**config.mk**
```make
export PLATFORM = sky130hd
export DESIGN_NAME = axi_burst_write_master
export DESIGN_NICKNAME = d
export VERILOG_FILES = /design/src/rtl/axi_wr_pkg.sv /design/src/rtl/axi_w_out_slice.sv /design/src/rtl/axi_burst_write_master.sv
export SDC_FILE = /design/constraint.sdc
export NUM_CORES = 1
export LEC_CHECK = 0
export ABC_CLOCK_PERIOD_IN_PS = 2500
export CAP_MARGIN = 10
export CORE_MARGIN = 2
export CORE_UTILIZATION = 30
export CTS_BUF_LIST = sky130_fd_sc_hd__clkbuf_4 sky130_fd_sc_hd__clkbuf_8
export CTS_CLUSTER_DIAMETER = 120
export DETAILED_ROUTE_END_ITERATION = 10
export GPL_TIMING_DRIVEN = 0
export PLACE_DENSITY = 0.63
export SLEW_MARGIN = 15
export SYNTH_ARGS = -nofsm -noshare
export SYNTH_HDL_FRONTEND = slang
export SYNTH_SLANG_ARGS = --single-unit
```
**constraint.sdc**
```tcl
create_clock -name ACLK -period 2.5 [get_ports ACLK]
set_input_delay 0.375 -clock ACLK [delete_from_list [all_inputs] [get_ports ACLK]]
set_output_delay 0.375 -clock ACLK [all_outputs]
set_load 0.02 [all_outputs]
```
**src/rtl/axi_wr_pkg.sv**
```systemverilog
// Shared types and AXI encodings for the burst write master.
package axi_wr_pkg;

    typedef enum logic [2:0] {
        ST_IDLE,
        ST_ADDR,
        ST_DATA,
        ST_RESP,
        ST_DONE
    } wm_state_t;

    localparam logic       AXI_BURST_INCR = 1'b1;
    localparam logic [1:0] AXI_RESP_OKAY  = 2'b00;

endpackage

```
**src/rtl/axi_w_out_slice.sv**
```systemverilog
// Single-entry W output register: holds one beat until the slave takes it,
// accepting a new beat in the same cycle the current one drains.
module axi_w_out_slice #(
    parameter int DATA_WIDTH = 32
) (
    input  logic                  clk,
    input  logic                  rst_n,
    input  logic                  in_valid,
    output logic                  in_ready,
    input  logic [DATA_WIDTH-1:0] in_data,
    input  logic                  last_in,
    output logic                  out_valid,
    output logic [DATA_WIDTH-1:0] out_data,
    output logic                  out_last,
    input  logic                  out_ready
);

    logic                  valid_q, valid_d;
    logic [DATA_WIDTH-1:0] data_q, data_d;
    logic                  last_q, last_d;

    assign in_ready = !valid_q || out_ready;

    always_comb begin
        // NOTE: every signal gets its hold value first so no path can infer a latch.
        valid_d = valid_q;
        data_d  = data_q;
        last_d  = last_q;
        if (in_valid && in_ready) begin
            valid_d = 1'b1;
            data_d  = in_data;
            last_d  = last_in;
        end else if (out_ready) begin
            valid_d = 1'b0;
            last_d  = 1'b0;
        end
    end

    always_ff @(posedge clk or negedge rst_n) begin
        if (!rst_n) begin
            valid_q <= 1'b0;
            // NOTE: the payload is reset as well so WDATA reads 0 out of reset.
            data_q  <= '0;
            last_q  <= 1'b0;
        end else begin
            // NOTE: non-blocking assignments keep every flop sampling pre-edge values.
            valid_q <= valid_d;
            data_q  <= data_d;
            last_q  <= last_d;
        end
    end

    assign out_valid = valid_q;
    assign out_data  = data_q;
    assign out_last  = last_q;

endmodule

```
**src/rtl/axi_burst_write_master.sv**
```systemverilog
// AXI4 INCR write-burst master: turns a (base, nbursts) command plus a word
// stream into fixed-length bursts on AW/W/B and drives the memory write enable.
module axi_burst_write_master
    import axi_wr_pkg::*;
#(
    parameter int W_ADDR_WIDTH = 10,
    parameter int DATA_WIDTH   = 32,
    parameter int BURST_BEATS  = 32
) (
    input  logic                    ACLK,
    input  logic                    ARESETn,
    input  logic                    cmd_valid,
    output logic                    cmd_ready,
    input  logic [W_ADDR_WIDTH-1:0] cmd_addr,
    input  logic [7:0]              cmd_nbursts,
    input  logic                    s_valid,
    output logic                    s_ready,
    input  logic [DATA_WIDTH-1:0]   s_data,
    output logic                    AWVALID,
    input  logic                    AWREADY,
    output logic [W_ADDR_WIDTH-1:0] AWADDR,
    output logic                    AWBURST,
    output logic [7:0]              AWLEN,
    output logic                    WVALID,
    input  logic                    WREADY,
    output logic [DATA_WIDTH-1:0]   WDATA,
    output logic                    WLAST,
    input  logic                    BVALID,
    output logic                    BREADY,
    input  logic [1:0]              BRESP,
    output logic                    W_EN,
    output logic                    busy,
    output logic                    done,
    output logic                    err
);

    localparam int                    CNT_W     = 9;
    localparam logic [CNT_W-1:0]      BEATS_CNT = CNT_W'(BURST_BEATS);
    localparam logic [W_ADDR_WIDTH-1:0] ADDR_STEP = W_ADDR_WIDTH'(BURST_BEATS);
    localparam logic [7:0]            AXI_LEN   = 8'(BURST_BEATS - 1);

    wm_state_t               state_q, state_d;
    logic [W_ADDR_WIDTH-1:0] addr_q, addr_d;
    logic [7:0]              left_q, left_d;
    logic [CNT_W-1:0]        loaded_q, loaded_d;
    logic                    err_q, err_d;
    logic                    cmd_ready_q, awvalid_q, bready_q, w_en_q, busy_q, done_q;

    logic slice_in_ready;
    logic s_fire;

    // The slice only fills during DATA and never beyond one burst's worth.
    assign s_ready = (state_q == ST_DATA) && slice_in_ready && (loaded_q < BEATS_CNT);
    assign s_fire  = s_valid && s_ready;

    axi_w_out_slice #(.DATA_WIDTH(DATA_WIDTH)) u_w_slice (
        .clk       (ACLK),
        .rst_n     (ARESETn),
        .in_valid  (s_fire),
        .in_ready  (slice_in_ready),
        .in_data   (s_data),
        .last_in   (loaded_q == BEATS_CNT - 1'b1),
        .out_valid (WVALID),
        .out_data  (WDATA),
        .out_last  (WLAST),
        .out_ready (WREADY)
    );

    always_comb begin
        state_d  = state_q;
        addr_d   = addr_q;
        left_d   = left_q;
        loaded_d = loaded_q;
        err_d    = err_q;
        unique case (state_q)
            ST_IDLE: if (cmd_valid && cmd_ready_q) begin
                addr_d  = cmd_addr;
                left_d  = cmd_nbursts;
                err_d   = 1'b0;
                state_d = (cmd_nbursts == 8'd0) ? ST_DONE : ST_ADDR;
            end
            ST_ADDR: if (awvalid_q && AWREADY) begin
                loaded_d = '0;
                state_d  = ST_DATA;
            end
            ST_DATA: begin
                if (s_fire) loaded_d = loaded_q + 1'b1;
                if (WVALID && WREADY && WLAST) state_d = ST_RESP;
            end
            ST_RESP: if (bready_q && BVALID) begin
                err_d   = err_q || (BRESP != AXI_RESP_OKAY);
                left_d  = left_q - 8'd1;
                addr_d  = addr_q + ADDR_STEP;
                state_d = (left_q == 8'd1) ? ST_DONE : ST_ADDR;
            end
            ST_DONE: state_d = ST_IDLE;
            default: state_d = ST_IDLE;
        endcase
    end

    // Handshake-facing outputs are registered from the next state, so no
    // valid ever depends combinationally on its ready.
    always_ff @(posedge ACLK or negedge ARESETn) begin
        if (!ARESETn) begin
            state_q     <= ST_IDLE;
            addr_q      <= '0;
            left_q      <= '0;
            loaded_q    <= '0;
            err_q       <= 1'b0;
            cmd_ready_q <= 1'b1;
            awvalid_q   <= 1'b0;
            bready_q    <= 1'b0;
            w_en_q      <= 1'b0;
            busy_q      <= 1'b0;
            done_q      <= 1'b0;
        end else begin
            state_q     <= state_d;
            addr_q      <= addr_d;
            left_q      <= left_d;
            loaded_q    <= loaded_d;
            err_q       <= err_d;
            cmd_ready_q <= (state_d == ST_IDLE);
            awvalid_q   <= (state_d == ST_ADDR);
            bready_q    <= (state_d == ST_RESP);
            w_en_q      <= (state_d == ST_ADDR) || (state_d == ST_DATA) || (state_d == ST_RESP);
            busy_q      <= (state_d != ST_IDLE);
            done_q      <= (state_d == ST_DONE);
        end
    end

    assign cmd_ready = cmd_ready_q;
    assign AWVALID   = awvalid_q;
    assign AWADDR    = awvalid_q ? addr_q : '0;
    assign AWBURST   = awvalid_q ? AXI_BURST_INCR : 1'b0;
    assign AWLEN     = awvalid_q ? AXI_LEN : 8'd0;
    assign BREADY    = bready_q;
    assign W_EN      = w_en_q;
    assign busy      = busy_q;
    assign done      = done_q;
    assign err       = err_q;

endmodule

```
Word level (Yosys, flattened, before mapping)
Cells that the tools add are included.
{"block": "totals", "regBits": 71, "inputBits": 59, "output_inout_bits": 61}
{"block": "classes", "addsub": 3, "n_lt_le_gt_ge": 1, "n_eq_ne": 13, "muxes": 25, "n_reduce_logical": 24}
{"op": "two-way mux 10 bit", "count": 3}
{"op": "case mux 10 bit (2 select lines)", "count": 1}
{"op": "two-way mux 3 bit", "count": 6}
{"op": "two-way mux 9 bit", "count": 2}
{"op": "case mux 9 bit (2 select lines)", "count": 1}
{"op": "two-way mux 8 bit", "count": 2}
{"op": "case mux 8 bit (2 select lines)", "count": 1}
{"op": "equality test 3 x 2 -> 1 bit, second input constant", "count": 4}
{"op": "case mux 3 bit (4 select lines)", "count": 1}
{"op": "adder 10 x 6 -> 10 bit, second input constant", "count": 1}
{"op": "adder 9 x 1 -> 9 bit, second input constant", "count": 1}
{"op": "equality test 9 x 5 -> 1 bit, second input constant", "count": 1}
{"op": "logical AND 1 bit", "count": 9}
{"op": "less-than comparator 9 x 6 -> 1 bit, second input constant", "count": 1}
{"op": "equality test 8 x 1 -> 1 bit, second input constant", "count": 1}
{"op": "logical NOT 8 bit", "count": 1}
{"op": "nonzero test 2 bit", "count": 4}
{"op": "subtractor 8 x 1 -> 8 bit, second input constant", "count": 1}
{"op": "equality test 3 x 1 -> 1 bit, second input constant", "count": 2}
{"op": "logical NOT 3 bit", "count": 2}
{"op": "two-way mux 1 bit", "count": 6}
{"op": "inequality test 2 bit, second input constant", "count": 3}
{"op": "AND reduction 3 bit", "count": 2}
{"op": "two-way mux 5 bit", "count": 1}
{"op": "6 further kinds", "count": 9}

Depth between registers and ports, before layout
Gate-level depths: netlist (run 1).
{"block": "depth", "word_depth": 7, "depth_mapped": 7}

Hierarchy
From an unflattened synthesis (run 1), not the netlist that was laid out.
{"block": "unflattened", "cells_unflattened": 285, "area_unflattened_um2": 3459.6}
{"module": "axi_burst_write_master", "n_inst": 1, "cells_per_inst": 209, "area_each_um2": 2019.4}
{"module": "axi_w_out_slice", "n_inst": 1, "cells_per_inst": 76, "area_each_um2": 1440.1}

Worst setup path before layout (run 1)
Ideal clock, no wire load.
{"block": "synth_timing", "path_kind": "register to register", "from": "register left_q[1]", "to": "register busy_q (netlist: busy)", "arrival_ps": 1612, "setup_slack_ps": 757, "stages_incl_launch_ff": 8, "synth_period_minus_slack_ps": 1743, "cell_sequence": "dfrtp_1 inv_1 ha_1 nor4b_2 a31oi_1 a211oi_4 inv_2 or3_1"}
{"block": "synth_between", "elab_chain_cells": 5}
{"item": "start, declared", "line": "axi_burst_write_master.sv:44", "source": "logic [7:0] left_q, left_d;"}
{"item": "start signal, assigned", "line": "axi_burst_write_master.sv:119", "source": "left_q <= left_d;"}
{"item": "equality test 8 x 1 -> 1 bit", "line": "axi_burst_write_master.sv:94", "source": "state_d = (left_q == 8'd1) ? ST_DONE : ST_ADDR;"}
{"item": "two-way mux 3 bit", "line": "axi_burst_write_master.sv:94"}
{"item": "two-way mux 3 bit", "line": "axi_burst_write_master.sv:90", "source": "ST_RESP: if (bready_q && BVALID) begin"}
{"item": "case mux 3 bit (4 select lines)", "line": "axi_burst_write_master.sv:75", "source": "unique case (state_q)"}
{"item": "net state_d[0]", "line": "axi_burst_write_master.sv:42", "source": "wm_state_t state_q, state_d;"}
{"item": "nonzero test 3 bit", "line": "axi_burst_write_master.sv:126", "source": "busy_q <= (state_d != ST_IDLE);"}
{"item": "end signal, assigned", "line": "axi_burst_write_master.sv:126"}
{"item": "end, declared", "line": "axi_burst_write_master.sv:47", "source": "logic cmd_ready_q, awvalid_q, bready_q, w_en_q, busy_q, done_q;"}
The timed path passes the listed nets, and every way through them passes these cells.
A chain may end at the register's enable or synchronous reset.

Worst setup path in the final report (run 1)
{"block": "layout_timing", "from": "register state_q[1]", "to": "output port s_ready"}
{"block": "layout_between", "elab_chain_cells": 3}
{"item": "start, declared", "line": "axi_burst_write_master.sv:42"}
{"item": "start signal, assigned", "line": "axi_burst_write_master.sv:117", "source": "state_q <= state_d;"}
{"item": "equality test 3 x 2 -> 1 bit", "line": "axi_burst_write_master.sv:53", "source": "assign s_ready = (state_q == ST_DATA) && slice_in_ready && (loaded_q < BEATS_CNT);"}
{"item": "logical AND 1 bit (2 in series)", "line": "axi_burst_write_master.sv:53"}
{"item": "end, declared", "line": "axi_burst_write_master.sv:17", "source": "output logic s_ready,"}
Every way passes these cells.

==> impl_results.md, run 1 <==
- Ranking of synthesized cells by area: dfrtp_1 (53%), mux2_2 (11%), and2_1 (2.9%), o21ai_0 (2.3%), a21oi_1 (2.1%)
- Clock skew: about 0.016 ns
- Clock net sink count: around 70
- CTS tree: done
- Synth Warn #: 0
- Area of the multi-input gates: between 1000 and 1500 um^2
- Largest area contributor in the netlist: dfrtp_1
- Synthesized area per cell: 11.6 um^2
- Syn Inst Count: between 200 and 300
- Routed length per instance: 13.9 um
- Routed Antenna Nets: 0
- Critical path launch point type: register
- Final min period: 2.37 ns
- Leakage power: ~2.1 nW
- Main synth FF type: dfrtp_1
- Residual DRC: 0
- Compound-cell area share of the yosys netlist: 9.60%
- DP HPWL: just under 6000 um
- Final hold slack: just under 0.5 ns
- Total CTS buffers: 9
- Library cells used by synthesis: 49
- Simple-gate portion of the synthesized area: 16.4%
- XOR/XNOR share of the synthesized area: 0%
- Top cell type's share of synthesized area: 53.3%
- Gr usage total: 13.8%
- Clock Pin Slew Worst Setup and Hold Paths: 0.09 ns
- Vias in the first global route: 2678
- H-tree levels: 3
- 1st-iter DRT viols: 112
- Clk buf depth: 2
- Core footprint: about 11000 um^2
- Layout Utilization: a little under half
- Root buffer cell: clkbuf_8
- Fin. Hold Viols: 0
- Vias per cell: 4.66
- Max-slew violation count: 0
- Post-synthesis mux area share: 13.3%
- Critical path origin: state_q[1]$_DFF_PN0_
- Largest family of logic cells by synthesized area: simple AND/OR/NAND/NOR gates
- Die H: 109 um
- Post-synth EDFFs: 0
- RSZ-0062 raised after global routing: no
- Nets: 477
- DRT Pass-1 Iters: 5
- Mapped Area: 3280 um^2
- Worst EP required: 2.12 ns
- Drt total wl: 7770 um
- VDD IR-drop max: 0.000539 V
- Hold WC Path Type: input pin to asynchronous set/reset pin
- Sequential share of the synthesized area: 54.1%
- CP Capture Type: primary output
- Crit path kind: register to primary output
- Die area: 11800 um^2
- Final setup fails: 0
- GPL Wtd Cong: 0.843
- Max Fanout on Critical Path: 7
- Die X: 109 um
- Worst-Skew Late Latency: 0.35 ns
- I/O pin total: 120
- Max-cap viol count: 0
- Initial core utilization: 30.6%
- Filler cells: between 1000 and 1500
- Sequential Area: 1780 um^2
- Outcome: completed
- Pwr Density: 1170 nW/um^2
- Fin crit share: 94.8%
- Worst r2r src: left_q[1]$_DFFE_PN0P_
- Adder-cell share of the synthesized area: 1.52%
- GRT Residual Overflow: 0
- Layout cell share with drive strength beyond 1: 19.6%
- Fmax: 422 MHz
- I/O Buffers: 116
- Initial antenna violation count: 0
- Final Power: 0.00572 W
- #FFs+latches synth: 71
- First-pass GRT wire length: 12700 um
- Row count: 38
- Diode count: 0
- Post-synth ARST share: 100%
- Pin count of the biggest net entering global routing: 43
- Via count: 2604
- Area growth, synth to finish: 48.9%
- WP data arrival: about 2.0 ns
path summary, 6_finish.rpt:
path,end,slack [ns],cells after the start
hold reg to reg,u_w_slice.out_data[19]$_DFFE_PN0P_,0.50,1
hold / removal,busy$_DFF_PN0_,0.50,2
max in group asynchronous,u_w_slice.out_data[26]$_DFFE_PN0P_,1.44,3
setup reg to reg,busy$_DFF_PN0_,0.60,7
setup / recovery,s_ready,0.13,3
min in group ACLK,u_w_slice.out_data[19]$_DFFE_PN0P_,0.50,1
report_power, final:
part	internal, W	total [W]	leakage, nW	switching, W
logic	0.00138	0.00268	1.08	0.00129
registers	0.00166	0.00200	0.867	0.000346
clock network	0.000580	0.00104	0.110	0.000459
sequential cells by signal (all words and copies together), names as in the netlist:
signal / cells
loaded_q: 9
left_q: 8
addr_q: 10
BREADY: 1
W_EN: 1
u_w_slice.out_data: 32
err: 1
done: 1
state_q: 3
u_w_slice.out_last: 1
busy: 1
cmd_ready: 1
u_w_slice.out_valid: 1
AWVALID: 1
cell usage in the layout (no fill, tap or decap), drive strengths merged, types with 2 or more instances in the layout:
master	n
nand2	12
o21ai	15
ha	4
nor4	3
o22ai	5
clkbuf	15
bufinv	2
a21oi	14
nor4b	2
nand4	3
o22a	2
clkdlybuf4s50	115
or3	4
dfrtp	70
and3	5
mux2	37
nor3	7
and2	16
buf	19
a22oi	3
a31oi	2
nor3b	2
nand3	14
conb	3
nor2	16
inv	7
clkinv	2
mux2i	2
nand3b	4
timing repair:
action                                  4_1_cts  5_1_grt
endpoints found under the setup margin        0       10
buffers inserted                              0        0
hold buffers                                  1        0
resized for setup                             0        2
hold endpoints to repair                     28        0
cell families after synthesis:
| kind of cell | count (synthesis) |
|---|---|
| AND/OR/NAND/NOR | 91 |
| flip-flops | 71 |
| AO/OA/AOI/OAI | 49 |
| multiplexers | 39 |
| buffers and inverters | 28 |
| adder cells (fa/ha/maj) | 4 |
| other | 1 |
metal layers:
layer  global-route usage, %  share of wire, %  vias up
met2                    22.5                49       94
met1                    16.5                41     1237
li1                        -                 -     1260
met4                    5.22               2.0        0
met5                       0                 0        -
met3                    5.32               7.9       13
critical path: stages, from the launching register on:
cell and delay [ns]:
dfrtp_1 0.49, nor3b_2 0.32, and3_1 0.23, clkdlybuf4s50_1 0.61
cell usage after synthesis (all sizes together) (5+ instances only):
cell type and count:
o21ai 15, nand2 12, clkbuf 5, dfrtp 70, a21oi 14, o22ai 5
nor3 7, and3 5, and2 16, buf 17, inv 6, mux2 37
nand3 14, nor2 16
layout make-up:
class | count | share of cell area, %
well taps | 140 | 3.58
repair buffers | 118 | 24.5
clock inverters | 6 | 1.92
multi-input cells | 186 | 27.7
clock buffers | 10 | 2.69
plain buffers | 22 | 2.87
inverters | 6 | 0.461
flip-flops and latches | 71 | 36.4
stage by stage:
step / worst slack, ns / area, um^2 / TNS (ns) / cells
2_1_floorplan: 0.757 / 3290 / 0 / 285
3_3_place_gp: -1.50 / 4630 / -105.36 / 541
3_5_place_dp: 0.261 / 4650 / 0 / 542
4_1_cts: 0.0637 / 4890 / 0 / 559
5_1_grt: 0.00187 / 4890 / 0 / 559
6_report: 0.130 / 4890 / 0 / 559
(Power assumes the default switching activity.)
==> run 2, diff against run 1 <==
Settings changed: TNS_END_PERCENT from default to 20.
==> results of run 2 <==
No change in the layout: final DEF, timing and power equal those of run 1.
==> run 3, diff against run 2 <==
Settings changed: CORE_UTILIZATION 30 to 55, DONT_BUFFER_PORTS from default to 1, PLACE_DENSITY 0.63 to 0.75.
==> impl_results.md, run 3 (synthesized netlist as in run 1, its figures left out) <==
- Vias in the first global route: 2065 (-23%)
- Residual DRC: 0 (unchanged)
- Post-CTS Resized: 0 (unchanged)
- R2R setup slack: 0.56 ns (-0.04 ns)
- Root buffer cell: clkbuf_8
- Routed Antenna Nets: 0 (unchanged)
- Outcome: completed
- VDD IR-drop max: 0.000740 V (+37%)
- H-tree levels: 3 (unchanged)
- Total CTS buffers: 9 (unchanged)
- Max reg flops: 32 (unchanged)
- GRT Residual Overflow: 0 (unchanged)
- CTS tree: done
- Layout cell share with drive strength beyond 1: 26.4% (+6.8 points)
- Clock net sink count: 71 (unchanged)
- Worst r2r src: left_q[1]$_DFFE_PN0P_
- Gr usage total: 20.1% (+6.3 points)
- Hold path cells: 1
- Fin crit share: 77.8% (-17 points)
- Vias per cell: 5.90 (+27%)
- Endpoint, Worst Hold: u_w_slice.out_data[10]$_DFFE_PN0P_
- Reg-to-reg endpoint: busy$_DFF_PN0_
- Met1 Resource Use GR: 26.3% (+9.8 points)
- Initial antenna violation count: 0 (unchanged)
- Max-cap viol count: 0 (unchanged)
- First-pass GRT wire length: 9920 um (-22%)
- Final min period: 1.94 ns (-0.426 ns)
- RSZ-0062 raised after global routing: no
- 1st-iter DRT viols: 119 (+6.3%)
- Worst EP required: 2.72 ns (+0.60 ns)
- Commonest non-fill, non-tap cells in the layout: dfrtp_1 (70), mux2_2 (32), nor2_1 (16)
- DRT Pass-1 Iters: 4 (-1)
- Clock Pin Slew Worst Setup and Hold Paths: 0.08 ns (about the same)
- Diode count: 0 (unchanged)
- Pre-CTS setup slack: 0.582 ns (+0.321 ns)
- Core footprint: 5850 um^2 (-46%)
- CP Capture Type: register
- Via count: 2231 (-14%)
- Fin. Hold Viols: 0 (unchanged)
- Leakage power: 1.60 nW (-22%)
- Critical path launch point type: register
- WP data arrival: 2.17 ns (+0.17 ns)
- Final Power: 0.00478 W (-16%)
- Final setup fails: 0 (unchanged)
- Worst-Skew Late Latency: 0.35 ns (about the same)
- Worst Reg-to-Reg Cells: 7 (unchanged)
- Nets: 361 (-24%)
- Clock skew: 0.00931 ns (-0.00663 ns)
- Setup Buffers After CTS: 0 (unchanged)
- GR Util met2: 30.6% (+8.0 points)
- Final non-filler cell total: 378 (-32%)
- Max Fanout on Critical Path: 4 (-3)
- Met3 usage: 7.56% (+2.2 points)
- Cells along the critical path: inv_1 > ha_1 > nor4b_2 > a31oi_1 > a211oi_4 > inv_2 > or3_1
- Max incr delay on CP: 0.42 ns (-0.19 ns)
- Pin count of the biggest net entering global routing: 72 (+67%)
- I/O pin total: 120 (unchanged)
- Drt total wl: 6410 um (-18%)
- Gr busiest metal: met2
- Post-route setup slack: 0.556 ns (+0.426 ns)
- Max-slew violation count: 0 (unchanged)
- Hold Startpoint: s_data[10]
- Initial core utilization: 56.1% (+26 points)
- Area growth, synth to finish: 10.4%
- Setup_tns: 0 ns (unchanged)
- CTS Hold Bufs: 2 (+1)
- I/O Buffers: 0 (-100%)
- Pwr Density: 1320 nW/um^2 (+13%)
- Clk buf depth: 2 (unchanged)
- GPL Wtd Cong: 0.901 (+6.8%)
- Most common cell after layout, fill and taps aside: dfrtp_1
- Crit path kind: register to register
- Row count: 28 (-26%)
- Die X: 81.3 um (-25%)
- Die area: 6610 um^2 (-44%)
- Fmax: 514 MHz (+22%)
- Hold WC Path Type: input pin to register
- Routed length per instance: 16.9 um (+22%)
- Die H: 81.3 um (-25%)
- Cells after DPL: 360 (-34%)
- Critical path's slowest cell: dfrtp_1
- DP HPWL: 4560 um (-23%)
[run 3: routing by layer]
layer  share of wire, %  vias to the layer above
met1                 43                     1073
li1                   -                     1029
met5                  0                        -
met4                1.5                        0
met3                9.0                       12
met2                 47                      117
[run 3: report_power, final]
| group | internal (W) | leakage [nW] | switching (W) | total, W |
|---|---|---|---|---|
| Sequential | 0.00166 | 0.867 | 0.000793 | 0.00245 |
| Clock | 0.000472 | 0.0968 | 0.000462 | 0.000935 |
| Combinational | 0.000674 | 0.635 | 0.000723 | 0.00140 |
| Total | 0.00280 | 1.60 | 0.00198 | 0.00478 |
[run 3: stage by stage]
step	hold slack, ns	cell area, um^2	util (%)
floorplan	0.0794	3290	-
CTS	0.147	3630	62.0
finish	0.154	3630	62.0
detailed placement	0.0806	3390	57.9
global route	0.148	3630	62.0
global placement	0.0813	3390	57.9
[run 3: how the worst max path moves through the flow]
stage	from	to	slack (ns)	cells past startpoint
floorplan	left_q[1]$_DFFE_PN0P_	busy$_DFF_PN0_	0.76	7
global placement	left_q[1]$_DFFE_PN0P_	busy$_DFF_PN0_	0.58	7
detailed placement	left_q[1]$_DFFE_PN0P_	busy$_DFF_PN0_	0.58	7
CTS	AWVALID$_DFF_PN0_	AWADDR[9]	0.52	2
global route	AWVALID$_DFF_PN0_	AWADDR[2]	0.39	2
finish	left_q[1]$_DFFE_PN0P_	busy$_DFF_PN0_	0.56	7
[run 3: final cells by class]
| type | instances | area (um^2) |
|---|---|---|
| tap | 75 | 93.8 |
| clock inverter | 7 | 80.1 |
| fill | 510 | 2220 |
| clock buffer | 9 | 124 |
| multi-input combinational | 186 | 1350 |
| sequential | 71 | 1780 |
| timing repair buffer | 2 | 37.5 |
| buffer | 22 | 139 |
| inverter | 6 | 22.5 |
[run 3: critical path: cells and delay by family (launching register included)]
kind	cells	cell delay (ns)
buffers and inverters	2	0.18
adder cells (fa/ha/maj)	1	0.15
AO/OA/AOI/OAI	2	0.48
flip-flops	1	0.42
AND/OR/NAND/NOR	2	0.59
